## src/rtl/karatsuba_combine_seq.sv

```systemverilog
// karatsuba_combine_seq: recombines Karatsuba partial products into the full product with one shared adder
module karatsuba_combine_seq #(
  parameter int N_BITS = 8
) (
  input  logic                  clk,
  input  logic                  rst_n,
  input  logic                  in_valid,
  output logic                  in_ready,
  input  logic [N_BITS-1:0]     z0,
  input  logic [N_BITS+1:0]     z1,
  input  logic [N_BITS-1:0]     z2,
  output logic                  out_valid,
  input  logic                  out_ready,
  output logic [2*N_BITS-1:0]   p,
  output logic                  err
);
  localparam int H = N_BITS / 2;
  typedef enum logic [2:0] {IDLE, SUB0, SUB2, ADD, DONE} state_t;
  state_t state, state_nxt;
  logic [N_BITS-1:0] z0_q, z2_q;
  logic [N_BITS+1:0] mid;
  logic [N_BITS+2:0] diff;
  logic [2*N_BITS:0] sum;
  always_ff @(posedge clk or negedge rst_n)
    if (!rst_n) state <= IDLE;
    else state <= state_nxt;
  always_comb
    state_nxt = state == IDLE ? (in_valid ? SUB0 : IDLE) :
                state == SUB0 ? SUB2 :
                state == SUB2 ? ADD :
                state == ADD  ? DONE :
                out_ready     ? IDLE : DONE;
  always_comb begin
    in_ready  = state == IDLE;
    out_valid = state == DONE;
  end
  // The extra top bit of diff is the borrow; sum's top bit is the final carry-out
  always_comb begin
    diff = {1'b0, mid} - {3'b0, state == SUB0 ? z0_q : z2_q};
    sum  = {1'b0, z2_q, z0_q} + ({{(N_BITS-1){1'b0}}, mid} << H);
  end
  always_ff @(posedge clk or negedge rst_n)
    if (!rst_n) begin
      z0_q <= '0;
      z2_q <= '0;
      mid  <= '0;
      p    <= '0;
      err  <= 1'b0;
    end else if (state == IDLE && in_valid) begin
      z0_q <= z0;
      z2_q <= z2;
      mid  <= z1;
      err  <= 1'b0;
    end else if (state == SUB0 || state == SUB2) begin
      mid <= diff[N_BITS+1:0];
      err <= err | diff[N_BITS+2];
    end else if (state == ADD) begin
      p   <= sum[2*N_BITS-1:0];
      err <= err | sum[2*N_BITS];
    end
endmodule
```

## config.mk

```make
export PLATFORM = sky130hd
export DESIGN_NAME = karatsuba_combine_seq
export DESIGN_NICKNAME = d
export VERILOG_FILES = /design/src/rtl/karatsuba_combine_seq.sv
export SDC_FILE = /design/constraint.sdc
export NUM_CORES = 1
export LEC_CHECK = 0
export BUFFER_PORTS_ARGS = -buffer_cell sky130_fd_sc_hd__buf_2
export CAP_MARGIN = 15
export CORE_MARGIN = 2
export CORE_UTILIZATION = 45
export DETAILED_ROUTE_END_ITERATION = 7
export GPL_ROUTABILITY_DRIVEN = 1
export GPL_TIMING_DRIVEN = 0
export HOLD_SLACK_MARGIN = 0.02
export PLACE_DENSITY_LB_ADDON = 0.12
export SYNTH_ARGS = -nofsm -noshare
export SYNTH_HDL_FRONTEND = slang
export SYNTH_SLANG_ARGS = --single-unit
```

## constraint.sdc

```tcl
create_clock -name clk -period 3.1 [get_ports clk]
set_input_delay 0.31 -clock clk [delete_from_list [all_inputs] [get_ports clk]]
set_output_delay 0.31 -clock clk [all_outputs]
set_load 0.01 [all_outputs]
```

* After elaboration in Yosys (flattened, before gate mapping)
Cells that the tools add are included.
** Cells by class
- Bitwise gates (word level) :: 4
- Add/sub/neg operators :: 2
- Shift-type cells :: 0
- Equal/unequal tests :: 4
- $mul :: 0
- Reduce and logical (&&, ||, !) cells :: 6
- Muxes and demuxes :: 12
- Divide/modulo/power cells :: 0
- $lt $le $gt $ge :: 0
** Operator list (number)
- 2-to-1 mux 10 bit :: 2
- adder 16 x 14 -> 17 bit :: 1
- 2-to-1 mux 3 bit :: 5
- subtractor 10 x 8 -> 11 bit :: 1
- 2-to-1 mux 8 bit :: 1
- equality test 3 x 2 -> 1 bit, second input constant :: 2
- 2-to-1 mux 1 bit :: 4
- equality test 3 x 1 -> 1 bit, second input constant :: 1
- equality test 3 bit, second input constant :: 1
- zero test 3 bit :: 1
- AND reduction 3 bit :: 1
- nonzero test 3 bit :: 1
- NOT 1 bit :: 2
- bitwise OR 1 bit :: 2
- nonzero test 2 bit :: 1
- logical AND 1 bit :: 1
- logical OR 1 bit :: 1
** Storage, ports and cells
- Bits in registers :: 46
- Input bits :: 30
- Bits in latches :: 0
- Memories kept :: 0
- ROM bits :: 0
- Output and inout port bits :: 19
- RAM bits :: 0
- Word-level logic and storage cells :: 34

* Longest topological paths before layout
Gate-level depths: netlist (run 1).
- Word-level depth :: 6
- Gate-level depth with buffers :: 12

* Least setup slack after synthesis (run 1)
OpenSTA, ideal clock, no wires.
- Path type :: register to register
- From :: register state[1]
- To :: register mid[8]
- Data arrival time :: 2.711 ns
- Library setup time :: 0.128 ns
- Setup slack :: 0.261 ns
- Buffers on the path :: 1
- Stages on the path, launching flop included :: 13
- Path through :: dfrtp_1 > nor3b_1 > buf_2 > mux2_2 > ha_1 > inv_1 > fa_1 > a211oi_1 > nor2_1 > o21a_1 > a311oi_1 > xor2_1 > mux2_1
** On the way
- Word-level cells in the longest chain between the ends :: 5
- Elaborated cells on any way between the ends :: 10
- Classes of those cells :: 1 x add/sub; 2 x eq/ne; 3 x mux; 4 x reduce/logical
** Ends and longest elaborated chain
- from (decl) :: line 19 : state_t state, state_nxt;
- from (signal assigned) :: line 26 : else state <= state_nxt;
- equality test 3 x 1 -> 1 bit :: line 39, 54
- 2-to-1 mux 8 bit :: line 39 : diff = {1'b0, mid} - {3'b0, state == SUB0 ? z0_q : z2_q};
- subtractor 10 x 8 -> 11 bit :: line 39
- 2-to-1 mux 10 bit :: line 54 : end else if (state == SUB0 || state == SUB2) begin
- 2-to-1 mux 10 bit :: line 49 : end else if (state == IDLE && in_valid) begin
- to (signal assigned) :: line 52 : mid <= z1;
- to (signal assigned) :: line 55 : mid <= diff[N_BITS+1:0];
- to (decl) :: line 21 : logic [N_BITS+1:0] mid;
Parallel ways exist; a longest one is shown, timed or not. The select of a mux whose other input is x is not followed.
A chain may end at the register's enable or synchronous reset.

* Worst setup path in the final report (run 1)
- From :: register state[0]
- To :: register mid[8]
The elaborated chain is that of the path after synthesis.

==> impl_metrics.tcl, run 1 <==
set metrics [dict create \
    path_cells "nor3b_2 -> buf_4 -> mux2_2 -> ha_1 -> inv_1 -> fa_1 -> a211oi_1 -> nor2_1 -> o21a_1 -> a311oi_2 -> xor2_1 -> mux2_1" \
    drv_slew 0 \
    final_layout_size_suffix_gt1_frac 0.2585 \
    wl_per_cell_um 14.88 \
    wl_met3_um 206 \
    r2r_start "state[0]" \
    dieArea_um2 6559 \
    max_slew.worst_pin.slew_ps 1012 \
    power_density_nw_per_um2 1379 \
    yosys_warnings 0 \
    slowest_delay_ps 440 \
    grt_use_total 0.1945 \
    slowest_stage "dfrtp_2" \
    async_reset_ff_frac 1.000 \
    cp-endpoint "mid[8]" \
    syn_area_per_cell_um2 10.07 \
    synth_nets 315 \
    min_path_type "input pin to asynchronous set/reset pin" \
    post-route-period-util 0.9424 \
    synthCells 265 \
    synth_edf_count 0 \
    core-area_um2 5816 \
    grt_max_degree 47 \
    setup_tns_ps 0 \
    cp_max_fo 6 \
    htree_levels 2 \
    drtAntennaViolNets 0 \
    numCtsBuffers 5 \
    antenna_found_initial 0 \
    firstDrtPassIters 4 \
    critPathLaunchType "flip-flop" \
    ir_drop_v 0.0006759 \
    crit_cells 12 \
    drv_cap 0 \
    initial_core_util 0.4587 \
    leakagePower_nw 1.500 \
    pre_cts_slack_ps -50.15 \
    die_h_um 80.99 \
    yosys-top-cells-area "dfrtp_1, ha_1, mux2_2" \
    clkSlewWorstSetupHoldPaths_ps 80 \
    slew_headroom 0.3254 \
    maxUsedRoutingLayer "met4" \
    yosysSeqAreaShare 0.4315 \
    finClkSkew_ps 6.098 \
    cp-startpoint "state[0]" \
    synth_top_area_cell "dfrtp_1" \
    hpwl_mm 4.471 \
    mappedNetlistArea_um2 2668 \
    cts.sinks 46 \
    routed_via_density 5.255 \
    rows 28 \
    critical_path_class "flip-flop to flip-flop" \
    drt-total-wl_mm 5.953 \
    drtIter0Drc 93 \
    status "finished, final reports clean" \
    reg2reg_depth 12 \
    yosysUniqueCellTypes 43 \
    endpoint_kind "flip-flop" \
    arrival_ps 3110 \
    required_ps 3290 \
    wl_met2_mm 2.759 \
    num_io_pins 49 \
    setup_violations 0 \
    ys.flop_type "dfrtp_1" \
    grt_overflow 0 \
    cts_tree "yes" \
    r2r-end "mid[8]" \
    gp_congestion 0.8314 \
    path_delay_family "compound AO/OA/AOI/OAI gates" \
    clk_latency_ps 300 \
    r2r_setup_slack_ps 180 \
    drc 0 \
    post-route-min-period_ps 2921 \
    setup_ws_ps 178.6 \
    cts_root_buf "clkbuf_8" \
    clockBufferDepth 2 \
    fin_hold_ws_ps 176.9 \
    netlist.area_leader.share 0.4315 \
    die-width_um 80.99 \
    syn2layout_area_growth_pct 17.35 \
    m1WireLength_mm 2.948 \
    max_freq_ghz 0.3423 \
    ys_seq_elements 46 \
    grt_pass1_vias 1938 \
    vias 2102 \
    portBuffers 48 \
    diodes 0 \
    grt_first_pass_wirelength_mm 9.646 \
    final_net_count 375 \
    crit_buf_inv 2 \
    hold_viol 0 \
]
[cells in the mapped netlist, types with 2 or more instances]
| cell | number |
|---|---|
| o21a_1 | 7 |
| nand2_1 | 37 |
| dfrtp_1 | 46 |
| a211oi_1 | 5 |
| nand2b_1 | 2 |
| a22oi_1 | 2 |
| or3_1 | 2 |
| o31ai_1 | 2 |
| inv_1 | 6 |
| mux2_2 | 17 |
| nand3_1 | 2 |
| xor2_1 | 5 |
| xnor2_1 | 9 |
| a21o_1 | 5 |
| nor2_1 | 13 |
| o21ai_0 | 17 |
| nor3b_1 | 3 |
| a311oi_1 | 2 |
| mux2i_1 | 9 |
| nor2b_1 | 2 |
| buf_2 | 4 |
| a21oi_1 | 12 |
| nand4_1 | 3 |
| o21ai_1 | 5 |
| clkbuf_1 | 5 |
| fa_1 | 2 |
| ha_1 | 18 |
| nor3_1 | 8 |
[per-stage QoR]
| stage | std cells | area (µm²) | utilization | power [mW] |
|---|---|---|---|---|
| 2_1_floorplan | 265 | 2668 | - | 3.236 |
| 3_3_place_gp | 388 | 3002 | 0.5161 | 3.845 |
| 3_5_place_dp | 388 | 3002 | 0.5161 | 3.883 |
| 4_1_cts | 395 | 3080 | 0.5297 | 4.257 |
| 5_1_grt | 400 | 3131 | 0.5383 | 4.761 |
| 6_report | 400 | 3131 | 0.5383 | 4.316 |
[power breakdown]
| part | switching, mW | internal [mW] |
|---|---|---|
| Clock | 0.196 | 0.156 |
| Combinational | 1.47 | 1.30 |
| Sequential | 0.283 | 0.917 |
[worst reg2reg max path, cell delays in order, from the launching register on]
cell	delay, ps
dfrtp_2	440
nor3b_2	160
buf_4	160
mux2_2	240
ha_1	150
inv_1	50
fa_1	410
a211oi_1	230
nor2_1	90
o21a_1	210
a311oi_2	280
xor2_1	100
mux2_1	290
[logic make-up (layout without fill, tap and decap cells)]
family,after synthesis,in the layout,synth area share
AND/OR/NAND/NOR,78,78,0.1360
AO/OA/AOI/OAI,64,64,0.1529
flip-flops,46,46,0.4315
multiplexers,27,27,0.1098
adder cells (fa/ha/maj),20,20,0.09944
buffers and inverters,16,76,0.02439
XOR/XNOR,14,14,0.04597
[cell usage in the layout, fill, tap and decap left out, types with 3 or more instances in the layout]
cell and instances:
buf_2 51, dfrtp_1 45, nand2_1 37, ha_1 18
mux2_2 17, o21ai_0 17, nor2_1 13, a21oi_1 12
mux2i_1 9, xnor2_1 9, nor3_1 8, clkbuf_1 7
o21a_1 7, inv_1 6, buf_4 6, xor2_1 5
a211oi_1 5, o21ai_1 5, a21o_1 5, clkbuf_8 5
nand4_1 3
[worst min-delay path by stage]
stage / startpoint / slack [ps] / endpoint
4_1_cts: out_ready / 180 / state[2]
3_3_place_gp: p[2] / 460 / p[2]
3_5_place_dp: p[2] / 460 / p[2]
5_1_grt: out_ready / 180 / state[2]
6_report: rst_n / 180 / p[13]
2_1_floorplan: rst_n / 10 / err
[repair_timing]
item / 4_1_cts / 5_1_grt
endpoints found under the setup margin: 1 / 1
buffers inserted: 0 / 5
gates resized for setup: 1 / 3
pin swaps: 0 / 1
hold buffers: 0 / 0
hold endpoints to repair: 0 / 0
[registers in the layout (all words and copies together), names as in the netlist]
| register | cells |
|---|---|
| z0_q | 8 |
| p | 16 |
| z2_q | 8 |
| err | 1 |
| mid | 10 |
| state | 3 |
[routing by layer]
layer | up-vias | track usage
met3 | 4 | 0.03778
met4 | 0 | 0.04576
li1 | 1072 | -
met2 | 40 | 0.3083
met1 | 986 | 0.2752
met5 | - | 0
[area by class of cell]
type                            count  area, µm²
Clock buffer                        7      76.32
Multi-Input combinational cell    203       1463
Tap cell                           75      93.84
Timing Repair Buffer               53      277.8
Fill cell                         594       2685
Sequential cell                    46       1152
Inverter                            7      26.28
Buffer                              9      41.29
(Power assumes the default switching activity.)
==> run 2: changes to the inputs <==
Settings changed: CTS_BUF_LIST set to sky130_fd_sc_hd__clkbuf_8.
==> run 2 against run 1 <==
Compared with the run above: via count shrank 0.14%; final cell count is the same; global-route usage is the same; sequential cell count is the same; combinational power is essentially flat; sequential power is essentially flat; wire length grew 0.10%; clock power shrank 1%; first-iteration DRC count shrank 6.5%; worst hold slack lost 0.79 ps; clock-buffer cell count shrank 2.
==> impl_metrics.tcl, run 2 (synthesis results as in run 1) <==
set metrics [dict create \
    die-width_um 80.99 \
    routed_via_density 5.248 \
    diodes 0 \
    ir_drop_v 0.0006758 \
    largest_register_ffs 16 \
    final_area_um2 3131 \
    drtIter0Drc 87 \
    drc 0 \
    cts.sinks 46 \
    grt_overflow 0 \
    numCtsBuffers 5 \
    final_cell_mix "buf_2, dfrtp_1, nand2_1" \
    setup_ws_ps 178.7 \
    power_mw 4.310 \
    power.internal_mw 2.362 \
    cp_max_fo 6 \
    htree_levels 2 \
    grt_first_pass_wirelength_mm 9.646 \
    grt_max_degree 47 \
    fin_hold_ws_ps 176.1 \
    cts_hold_buf 0 \
    pwr-share-clk 0.080 \
    cp-startpoint "state[0]" \
    gp_congestion 0.8314 \
    firstDrtPassIters 4 \
    slowest_stage "dfrtp_2" \
    critical_path_class "flip-flop to flip-flop" \
    max_freq_ghz 0.3423 \
    core-area_um2 5816 \
    cts_root_buf "clkbuf_8" \
    vias 2099 \
    pre_cts_slack_ps -50.15 \
    power_density_nw_per_um2 1377 \
    p_sw_mw 1.948 \
    wl_per_cell_um 14.90 \
    drtAntennaViolNets 0 \
    final_layout_size_suffix_gt1_frac 0.2585 \
    endpoint_kind "flip-flop" \
    r2r_start "state[0]" \
    grt_pass1_vias 1938 \
    path_cells "nor3b_2 -> buf_4 -> mux2_2 -> ha_1 -> inv_1 -> fa_1 -> a211oi_1 -> nor2_1 -> o21a_1 -> a311oi_2 -> xor2_1 -> mux2_1" \
    placed_cell_area_um2 3002 \
    post-route-period-util 0.9424 \
    num_io_pins 49 \
    portBuffers 48 \
    drv_slew 0 \
    setup_violations 0 \
    top_register "p" \
    dieArea_um2 6559 \
    slowest_delay_ps 440 \
    pwr-share-comb 0.641 \
    clkSlewWorstSetupHoldPaths_ps 80 \
    p_seq_frac 0.278 \
    max_slew.worst_pin.slew_ps 1012 \
    initial_core_util 0.4587 \
    clockBufferDepth 2 \
    grt_use_total 0.1945 \
    syn2layout_area_growth_pct 17.35 \
    die_h_um 80.99 \
    arrival_ps 3110 \
    leakagePower_nw 1.508 \
    hold_viol 0 \
    r2r-end "mid[8]" \
    cp-endpoint "mid[8]" \
    drv_cap 0 \
    min_path_type "input pin to asynchronous set/reset pin" \
    drt-total-wl_mm 5.959 \
    swShare 0.4519 \
    hpwl_mm 4.471 \
    post-route-min-period_ps 2921 \
    final_net_count 375 \
    reg2reg_depth 12 \
    fin_util 0.5383 \
    layout_commonest_cell "buf_2" \
    layout.filler_cells 594 \
    clk_latency_ps 300 \
    top_regs "p (16), mid (10)" \
    cts_tree "yes" \
    r2r_setup_slack_ps 180 \
    slew_headroom 0.3256 \
    critPathLaunchType "flip-flop" \
    antenna_found_initial 0 \
    status "finished, final reports clean" \
    finClkSkew_ps 6.665 \
    rows 28 \
    required_ps 3290 \
]
-- run 2: cell count changes in the layout (fill, tap and decap cells not counted) --
cell	previous run	this run
clkbuf_1	7	5
inv_1	6	8
-- run 2: routing by layer --
metal  share of wire  track usage  up-vias  routed length (µm)
li1                -            -     1072                   -
met1            0.50       0.2752      984                2956
met2            0.46       0.3083       39                2763
met3           0.033      0.03778        4                 199
met4          0.0065      0.04576        0                  39
met5               0            0        -                   0
-- run 2: worst min path at each step --
stage | startpoint | to | slack [ps] | depth (start not counted)
after floorplan | rst_n | err | 10 | 0
after global placement | p[2] | p[2] | 460 | 2
after detailed placement | p[2] | p[2] | 460 | 2
after CTS | out_ready | state[2] | 180 | 2
after global routing | out_ready | state[2] | 170 | 2
final | rst_n | p[13] | 180 | 1
-- run 2: critical path: cells and delay by family, from the launching register on --
family,cells,cell delay (ps)
compound gates,3,720
xor+xnor,1,100
fa+ha+maj,2,560
buf+inv,2,210
flops,1,440
mux,2,520
simple gates,2,250
-- run 2: through the flow --
step | setup TNS (ps) | cells
global placement | -35.12 | 388
global route | -0.4967 | 400
finish | 0 | 400
CTS | 0 | 395
floorplan | 0 | 265
detailed placement | -50.15 | 388
-- run 2: power groups by stage --
stage	sequential, mW	clock [mW]	combinational (mW)
floorplan	1.17	0	2.06
global placement	1.20	0	2.64
detailed placement	1.21	0	2.67
CTS	1.20	0.355	2.70
global route	1.24	0.386	3.12
finish	1.20	0.346	2.76
-- run 2: repair_timing --
action / 4_1_cts / 5_1_grt
endpoints found under the setup margin: 1 / 1
gates cloned: 0 / 0
gates resized for setup: 1 / 3
setup buffers: 0 / 5
pin swaps: 0 / 1
-- run 2: area by class of cell --
type                            instances  area, µm²  area share
Buffer                                  9      41.29     0.01319
Clock buffer                            5      68.82     0.02198
Tap cell                               75      93.84     0.02998
Clock inverter                          2      7.507    0.002398
Multi-Input combinational cell        203       1463      0.4672
Sequential cell                        46       1152      0.3681
Inverter                                7      26.28    0.008393
Timing Repair Buffer                   53      277.8     0.08873
